### config.mk
export PLATFORM = sky130hd
export DESIGN_NAME = sdram_rv_bridge
export DESIGN_NICKNAME = d
export VERILOG_FILES = /design/src/rtl/sdram_rv_bridge_pkg.sv /design/src/rtl/sdram_rv_bridge.sv
export SDC_FILE = /design/constraint.sdc
export NUM_CORES = 1
export LEC_CHECK = 0
export ABC_AREA = 1
export CAP_MARGIN = 20
export CORE_MARGIN = 2
export CORE_UTILIZATION = 50
export CTS_CLUSTER_DIAMETER = 150
export DETAILED_ROUTE_END_ITERATION = 8
export PLACE_DENSITY = 0.78
export SKIP_LAST_GASP = 1
export SLEW_MARGIN = 20
export SYNTH_ARGS = -nofsm -noshare
export SYNTH_HDL_FRONTEND = slang
export SYNTH_SLANG_ARGS = --single-unit
### constraint.sdc
create_clock -name clk -period 1.5 [get_ports clk]
set_input_delay 0.225 -clock clk [delete_from_list [all_inputs] [get_ports clk]]
set_output_delay 0.225 -clock clk [all_outputs]
set_load 0.01 [all_outputs]
### src/rtl/sdram_rv_bridge_pkg.sv
// Shared types and defaults for the CPU-to-SDRAM RV port bridge.
package configPackage;

    localparam int RD_WAIT_DEF = 4;

    typedef enum logic [2:0] {
        SYNC,
        IDLE,
        ISSUE,
        WAIT_ACK,
        WAIT_DATA,
        RESP
    } rvb_state_t;

endpackage

### src/rtl/sdram_rv_bridge.sv
// Splits 32-bit CPU accesses into 16-bit toggle-handshake SDRAM accesses
// and merges read halves back into one 32-bit response.
module sdram_rv_bridge
    import configPackage::*;
#(
    parameter int RD_WAIT = RD_WAIT_DEF
) (
    input  logic        clk,
    input  logic        resetn,
    input  logic        mem_valid,
    input  logic [20:0] mem_addr,
    input  logic [31:0] mem_wdata,
    input  logic [3:0]  mem_wstrb,
    output logic        mem_ready,
    output logic [31:0] mem_rdata,
    input  logic        sdram_busy,
    output logic [19:0] rv_addr,
    output logic [15:0] rv_din,
    output logic [1:0]  rv_ds,
    output logic        rv_we,
    output logic        rv_req,
    input  logic        rv_req_ack,
    input  logic [15:0] rv_dout
);

    localparam logic [7:0] LAST = 8'(RD_WAIT - 1);

    rvb_state_t  state;
    logic [20:2] addr_q;
    logic [31:0] wdata_q;
    logic [3:0]  wstrb_q;
    logic        rd_q;
    logic        hi_q;
    logic        more_q;
    logic [31:0] rd_buf;
    logic [7:0]  cnt;

    always_ff @(posedge clk or negedge resetn) begin
        if (!resetn) begin
            state     <= SYNC;
            rv_req    <= 1'b0;
            rv_we     <= 1'b0;
            rv_ds     <= 2'b00;
            rv_addr   <= '0;
            rv_din    <= '0;
            mem_ready <= 1'b0;
            mem_rdata <= '0;
            addr_q    <= '0;
            wdata_q   <= '0;
            wstrb_q   <= '0;
            rd_q      <= 1'b0;
            hi_q      <= 1'b0;
            more_q    <= 1'b0;
            rd_buf    <= '0;
            cnt       <= '0;
        end else begin
            mem_ready <= 1'b0;
            unique case (state)
                SYNC: begin
                    // ack is arbitrary after reset; adopt it so nothing looks pending
                    if (!sdram_busy) begin
                        rv_req <= rv_req_ack;
                        state  <= IDLE;
                    end
                end
                IDLE: begin
                    // mem_ready high means the CPU still shows the finished request
                    if (mem_valid && !mem_ready) begin
                        addr_q  <= mem_addr[20:2];
                        wdata_q <= mem_wdata;
                        wstrb_q <= mem_wstrb;
                        rd_q    <= (mem_wstrb == 4'b0000);
                        hi_q    <= (mem_wstrb != 4'b0000) &&
                                   (mem_wstrb[1:0] == 2'b00);
                        more_q  <= (mem_wstrb == 4'b0000) ||
                                   ((mem_wstrb[1:0] != 2'b00) &&
                                    (mem_wstrb[3:2] != 2'b00));
                        state   <= ISSUE;
                    end
                end
                ISSUE: begin
                    rv_addr <= {addr_q, hi_q};
                    rv_din  <= hi_q ? wdata_q[31:16] : wdata_q[15:0];
                    rv_ds   <= rd_q ? 2'b11 :
                               (hi_q ? wstrb_q[3:2] : wstrb_q[1:0]);
                    rv_we   <= !rd_q;
                    rv_req  <= !rv_req;
                    state   <= WAIT_ACK;
                end
                WAIT_ACK: begin
                    if (rv_req_ack == rv_req) begin
                        cnt <= '0;
                        if (rd_q) begin
                            state <= WAIT_DATA;
                        end else if (more_q) begin
                            hi_q   <= 1'b1;
                            more_q <= 1'b0;
                            state  <= ISSUE;
                        end else begin
                            state <= RESP;
                        end
                    end
                end
                WAIT_DATA: begin
                    if (cnt == LAST) begin
                        if (hi_q) rd_buf[31:16] <= rv_dout;
                        else      rd_buf[15:0]  <= rv_dout;
                        if (more_q) begin
                            hi_q   <= 1'b1;
                            more_q <= 1'b0;
                            state  <= ISSUE;
                        end else begin
                            state <= RESP;
                        end
                    end else begin
                        cnt <= cnt + 8'd1;
                    end
                end
                RESP: begin
                    mem_ready <= 1'b1;
                    if (rd_q) mem_rdata <= rd_buf;
                    state <= IDLE;
                end
                default: state <= SYNC;
            endcase
        end
    end

endmodule

Yosys cells after proc, flatten, opt, wreduce, memory -nomap -nowiden
Index checks and enable logic that the tools add are counted.
{"block": "word_totals", "reg_bits": 174, "latchBits": 0, "ram_bits": 0, "rom_bits": 0, "inputBits": 78, "output_inout_bits": 73, "mem_count": 0}
{"block": "classes", "n_addsub": 1, "mul": 0, "div_mod_pow": 0, "magnitude_cmp": 0, "n_eq_ne": 13, "n_shift": 0, "mux": 27, "n_bitwise": 1, "reduce_logical": 24}
{"op": "two-way mux 3 bit", "n": 6}
{"op": "one-hot mux 3 bit (6 select lines)", "n": 1}
{"op": "two-way mux 16 bit", "n": 1}
{"op": "two-way mux 8 bit", "n": 2}
{"op": "one-hot mux 8 bit (2 select lines)", "n": 1}
{"op": "!= test 2 bit (second input constant)", "n": 6}
{"op": "two-way mux 1 bit", "n": 11}
{"op": "AND reduction 3 bit", "n": 3}
{"op": "adder 8 x 1 -> 8 bit (second input constant)", "n": 1}
{"op": "equality test 8 x 2 -> 1 bit (second input constant)", "n": 1}
{"op": "nonzero test 2 bit", "n": 4}
{"op": "equality test 3 x 2 -> 1 bit (second input constant)", "n": 2}
{"op": "equality test 3 bit (second input constant)", "n": 2}
{"op": "one-hot mux 1 bit (3 select lines)", "n": 2}
{"op": "AND reduction 2 bit", "n": 3}
{"op": "AND reduction 5 bit", "n": 1}
{"op": "logical NOT 4 bit", "n": 1}
{"op": "two-way mux 2 bit", "n": 2}
{"op": "AND reduction 4 bit", "n": 1}
{"op": "nonzero test 4 bit", "n": 1}
{"op": "equality test 3 x 1 -> 1 bit (second input constant)", "n": 1}
{"op": "logical AND 1 bit", "n": 3}
{"op": "logical NOT 1 bit", "n": 3}
{"op": "logical NOT 3 bit", "n": 1}
{"op": "6 further kinds", "n": 6}

Logic depth before layout (Yosys ltp)
{"block": "logic_depth", "word_depth": 5, "ltp_mapped": 10}

Worst setup path after synthesis
Ideal clock, no wire load.
{"block": "synth_path", "kind": "register to register", "start": "register state[1]", "end": "register rd_buf[1]", "setup_time_ps": 126, "arrival_time_ps": 1252, "path_slack_ps": 122, "path_stages_with_launch": 11, "synth_period_minus_slack_ps": 1378, "path_cell_list": "dfrtp_1 > buf_6 > inv_4 > nand3_4 > inv_4 > nand2_2 > inv_2 > nand2_2 > buf_2 > nand2_1 > o21ai_0"}
{"block": "synth_between", "elab_chain_len": 2}
{"element": "from (decl)", "line": "sdram_rv_bridge.sv:28", "rtl": "rvb_state_t state;"}
{"element": "from (signal assigned)", "line": "sdram_rv_bridge.sv:40", "rtl": "state <= SYNC;"}
{"element": "from (signal assigned)", "line": "sdram_rv_bridge.sv:63", "rtl": "state <= IDLE;"}
{"element": "from (signal assigned)", "line": "sdram_rv_bridge.sv:78", "rtl": "state <= ISSUE;"}
{"element": "equality test 3 bit", "line": "sdram_rv_bridge.sv:58", "rtl": "unique case (state)"}
{"element": "AND reduction 3 bit (no source line)"}
{"element": "to (signal assigned)", "line": "sdram_rv_bridge.sv:107", "rtl": "else rd_buf[15:0] <= rv_dout;"}
{"element": "to (decl)", "line": "sdram_rv_bridge.sv:35", "rtl": "logic [31:0] rd_buf;"}
No other way between the ends.
A chain may end at the register's enable or synchronous reset.

Worst setup path in the final report
{"block": "layout_path", "start": "register mem_ready", "end": "register addr_q[16] (netlist name)"}
{"block": "layout_between", "elab_chain_len": 3}
{"element": "from (decl)", "line": "sdram_rv_bridge.sv:14", "rtl": "output logic mem_ready,"}
{"element": "from (signal assigned)", "line": "sdram_rv_bridge.sv:46", "rtl": "mem_ready <= 1'b0;"}
{"element": "from (signal assigned)", "line": "sdram_rv_bridge.sv:57", "rtl": "mem_ready <= 1'b0;"}
{"element": "from (signal assigned)", "line": "sdram_rv_bridge.sv:120", "rtl": "mem_ready <= 1'b1;"}
{"element": "logical NOT 1 bit", "line": "sdram_rv_bridge.sv:68", "rtl": "if (mem_valid && !mem_ready) begin"}
{"element": "logical AND 1 bit", "line": "sdram_rv_bridge.sv:68"}
{"element": "AND reduction 2 bit (no source line)"}
{"element": "to (signal assigned)", "line": "sdram_rv_bridge.sv:69", "rtl": "addr_q <= mem_addr[20:2];"}
{"element": "to (decl)", "line": "sdram_rv_bridge.sv:29", "rtl": "logic [20:2] addr_q;"}
No other way between the ends.

==> out/qor.yml <==
worst-path-max-fanout: 40
post_synth_num_cell_types: 30
gr-usage-met2_pct: 37.98
floorplan.initialDensity_pct: 51.56
synth.yosys.warnings: 0
dpl.cell_count: 1134
utilization_of_the_core_after_routing_pct: 69.59
antenna_left: 0
worst_path_max_delay_cell: "sky130_fd_sc_hd__dfrtp_1"
area.growth.synth_to_final_pct: 34.98
crit_path_end: "addr_q[16]"
reg2regPathDepth: 6
postSynthCellCount: 818
synth_top_area_share_pct: 60.37
clock_insertion_delay_at_the_later_pin_of_the_skew_report_ns: 0.43
power-per-cell-area_nw_per_um2: 1938
grt.busiest_layer: "met2"
dpl.hpwl_mm: 11.27
fin_total_pwr_w: 0.01886
post-synth-top-area-cell: "sky130_fd_sc_hd__dfrtp_1"
die-width_um: 124.1
clock_sinks: 174
grt_overflow_total: 0
finalHoldWorstSlack_ns: 0.2720
fin_setup_tns_ns: 0
leakagePower_nw: 4.984
critical_path.reg2reg.startpoint: "mem_ready"
grt_max_degree: 48
hold_path_class: "input pin to asynchronous set/reset pin"
finClkSkew_ns: 0.007737
synth_ff_type: "sky130_fd_sc_hd__dfrtp_1"
synth.ff_latch_count: 174
number_of_antenna_violations_at_the_first_check_in_global_routing: 1
async_reset_ff_share_pct: 100.0
placement_rows: 43
first_global_vias: 5640
final.period_utilization_pct: 96.23
critical-path-top-delay-family: "simple AND/OR/NAND/NOR gates"
cts-root-buf: "sky130_fd_sc_hd__clkbuf_16"
cp.arrival_ns: 1.76
finalCriticalPeriod_ns: 1.444
synthAdderAreaFrac_pct: 0.5205
clock.fmax_mhz: 692.8
clock_buffer_count_from_cts: 17
critical_path_cell_count: 6
worst_ep_required_time_ns: 1.81
grt_pass1_wl_mm: 27.56
timing_worst_slew_pin_value_ns: 0.4116
worst_r2r_endpoint: "addr_q[16]"
complex_gate_fraction_of_the_synthesized_area_pct: 7.356
critical_path.cell_chain: "or2_2 > inv_2 > nand2_2 > buf_12 > nor2_1 > a21oi_1"
largest_family_of_logic_cells_by_synthesized_area: "simple AND/OR/NAND/NOR gates"
critPathKind: "flop to flop"
worst_path_largest_cell_delay_ns: 0.37
setup_repair_after_global_routing_missed_its_margin: "true"
grt_use_met1_pct: 30.86
synth_xor_area_share_pct: 0.3643
core-area_um2: 13990
drt_pre_antenna_iters: 4
drt_first_iter_violations: 382
worst_slew_margin_rel_pct: 72.56
cts_tree: "built"
placement.io_buffers: 148
synth-seq-area-share_pct: 60.37
drt-total-wl_mm: 17.09
clk_pin_slew_ns: 0.07
diodes: 0
synth_simple_gate_area_share_pct: 25.19
final_nets: 1064
ys_top_cells_by_area: "sky130_fd_sc_hd__dfrtp_1, sky130_fd_sc_hd__nand2_1, sky130_fd_sc_hd__nand3_1"
worstSetupStartpoint: "mem_ready"
register_to_register_path_setup_slack_ns: 0.06
outcome: "complete, no violations"
finalHoldViolations: 0
timing.final.setup_violations: 0
synth.area.mux_share_pct: 0
timing.final.max_slew_violations: 0
detail_route.drc_violations: 0
final-instance-count-excl-fill: 1176
worstSetupStartpointType: "flop"
number_of_enable_flip_flop_cells_after_synthesis: 0
worstSetupEndpointType: "flop"
gp_congestion: 0.8882
max-vdd-ir-drop_mv: 0.9925
synth.most_common_cell: "sky130_fd_sc_hd__nand2_1"
syn_area_um2: 7212
final_layout_size_suffix_gt1_share_pct: 10.44
syn-num-nets: 899
io-pin-count: 151
synth_commonest_cells: "sky130_fd_sc_hd__nand2_1, sky130_fd_sc_hd__dfrtp_1, sky130_fd_sc_hd__nand3_1"
vias: 6066
synth.avg_cell_area_um2: 8.817
post_drt_via_cell_ratio: 5.158
groute.usage.overall_pct: 23.46
max-clock-path-buffers: 2
die-area_um2: 15400
worst-path-buf-inv: 2
avgRoutedWirePerCell_um: 14.54
met3_usage_grt_pct: 5.998
die_height_um: 124.1
htreeDepth: 4
cap_viol_max_count: 0
[state kept, by name, indices dropped and copies added, names as in the netlist]
| name | flops |
|---|---|
| addr_q | 19 |
| cnt | 8 |
| hi_q | 1 |
| mem_rdata | 32 |
| mem_ready | 1 |
| more_q | 1 |
| rd_buf | 32 |
| rd_q | 1 |
| rv_addr | 20 |
| rv_din | 16 |
| rv_ds | 2 |
| rv_req | 1 |
| rv_we | 1 |
| state | 3 |
| wdata_q | 32 |
| wstrb_q | 4 |
[cell type report]
class	count	area, um^2
fillers	1134	4254
repair buffers	191	1854
clock inverters	15	210.2
flip-flops and latches	174	4358
clock buffers	17	425.4
well taps	180	225.2
inverters	54	210.2
multi-input cells	545	2451
[worst min-delay path by stage]
stage | start | to | slack, ns | cells past startpoint
finish | resetn | mem_rdata[27] | 0.27 | 2
global route | resetn | mem_rdata[27] | 0.31 | 2
CTS | resetn | mem_rdata[27] | 0.28 | 2
detailed placement | resetn | mem_rdata[27] | 0.17 | 1
global placement | resetn | mem_rdata[27] | 0.17 | 1
floorplan | resetn | addr_q[10] | -0.07 | 0
[routing by layer]
metal / vias to the layer above / wire length (um)
li1: 2944 / -
met1: 2902 / 7133
met2: 189 / 8415
met3: 29 / 1232
met4: 2 / 299
met5: - / 13
[through the flow]
| step | area [um^2] | worst slack [ns] |
|---|---|---|
| final | 9734 | 0.05649 |
| after global routing | 9734 | -0.03419 |
| after CTS | 9634 | 0.003778 |
| after detailed placement | 9071 | -0.2143 |
| after global placement | 9071 | -0.1764 |
| after floorplan | 7212 | 0.1222 |
[timing repair]
item / in CTS / in global routing
endpoints found under the setup margin: 79 / 102
hold buffers: 1 / 0
hold endpoints to repair: 37 / 0
buffers inserted: 1 / 8
pin swaps: 1 / 2
gates resized for setup: 74 / 16
[power by group]
part	switching [W]	leakage [nW]	internal, W
Clock	0.00193	0.304	0.00282
Sequential	0.00103	2.06	0.00658
Combinational	0.00373	2.62	0.00278
Total	0.00669	4.98	0.0122
[placed cells by master (no fill, tap or decap), types with 3 or more instances in the layout]
cell / n
sky130_fd_sc_hd__dfrtp_1: 171
sky130_fd_sc_hd__clkinvlp_4: 3
sky130_fd_sc_hd__clkdlybuf4s50_1: 74
sky130_fd_sc_hd__buf_12: 11
sky130_fd_sc_hd__clkbuf_16: 17
sky130_fd_sc_hd__bufinv_16: 4
sky130_fd_sc_hd__nand2_1: 284
sky130_fd_sc_hd__a21oi_1: 18
sky130_fd_sc_hd__inv_2: 4
sky130_fd_sc_hd__clkinv_4: 3
sky130_fd_sc_hd__nand2_2: 7
sky130_fd_sc_hd__inv_1: 48
sky130_fd_sc_hd__a31oi_1: 18
sky130_fd_sc_hd__o21ai_1: 14
sky130_fd_sc_hd__dfrtp_2: 3
sky130_fd_sc_hd__o21ai_0: 47
sky130_fd_sc_hd__nor2_2: 7
sky130_fd_sc_hd__nor2_1: 48
sky130_fd_sc_hd__nand3b_1: 3
sky130_fd_sc_hd__nand3_1: 84
sky130_fd_sc_hd__dlygate4sd2_1: 73
sky130_fd_sc_hd__buf_4: 31
[kinds of logic after synthesis]
kind of cell | Yosys count
buf+inv | 99
fa+ha+maj | 3
xor+xnor | 3
flops | 174
compound gates | 100
simple gates | 439
Note: power is estimated with default switching activity, not from simulation.
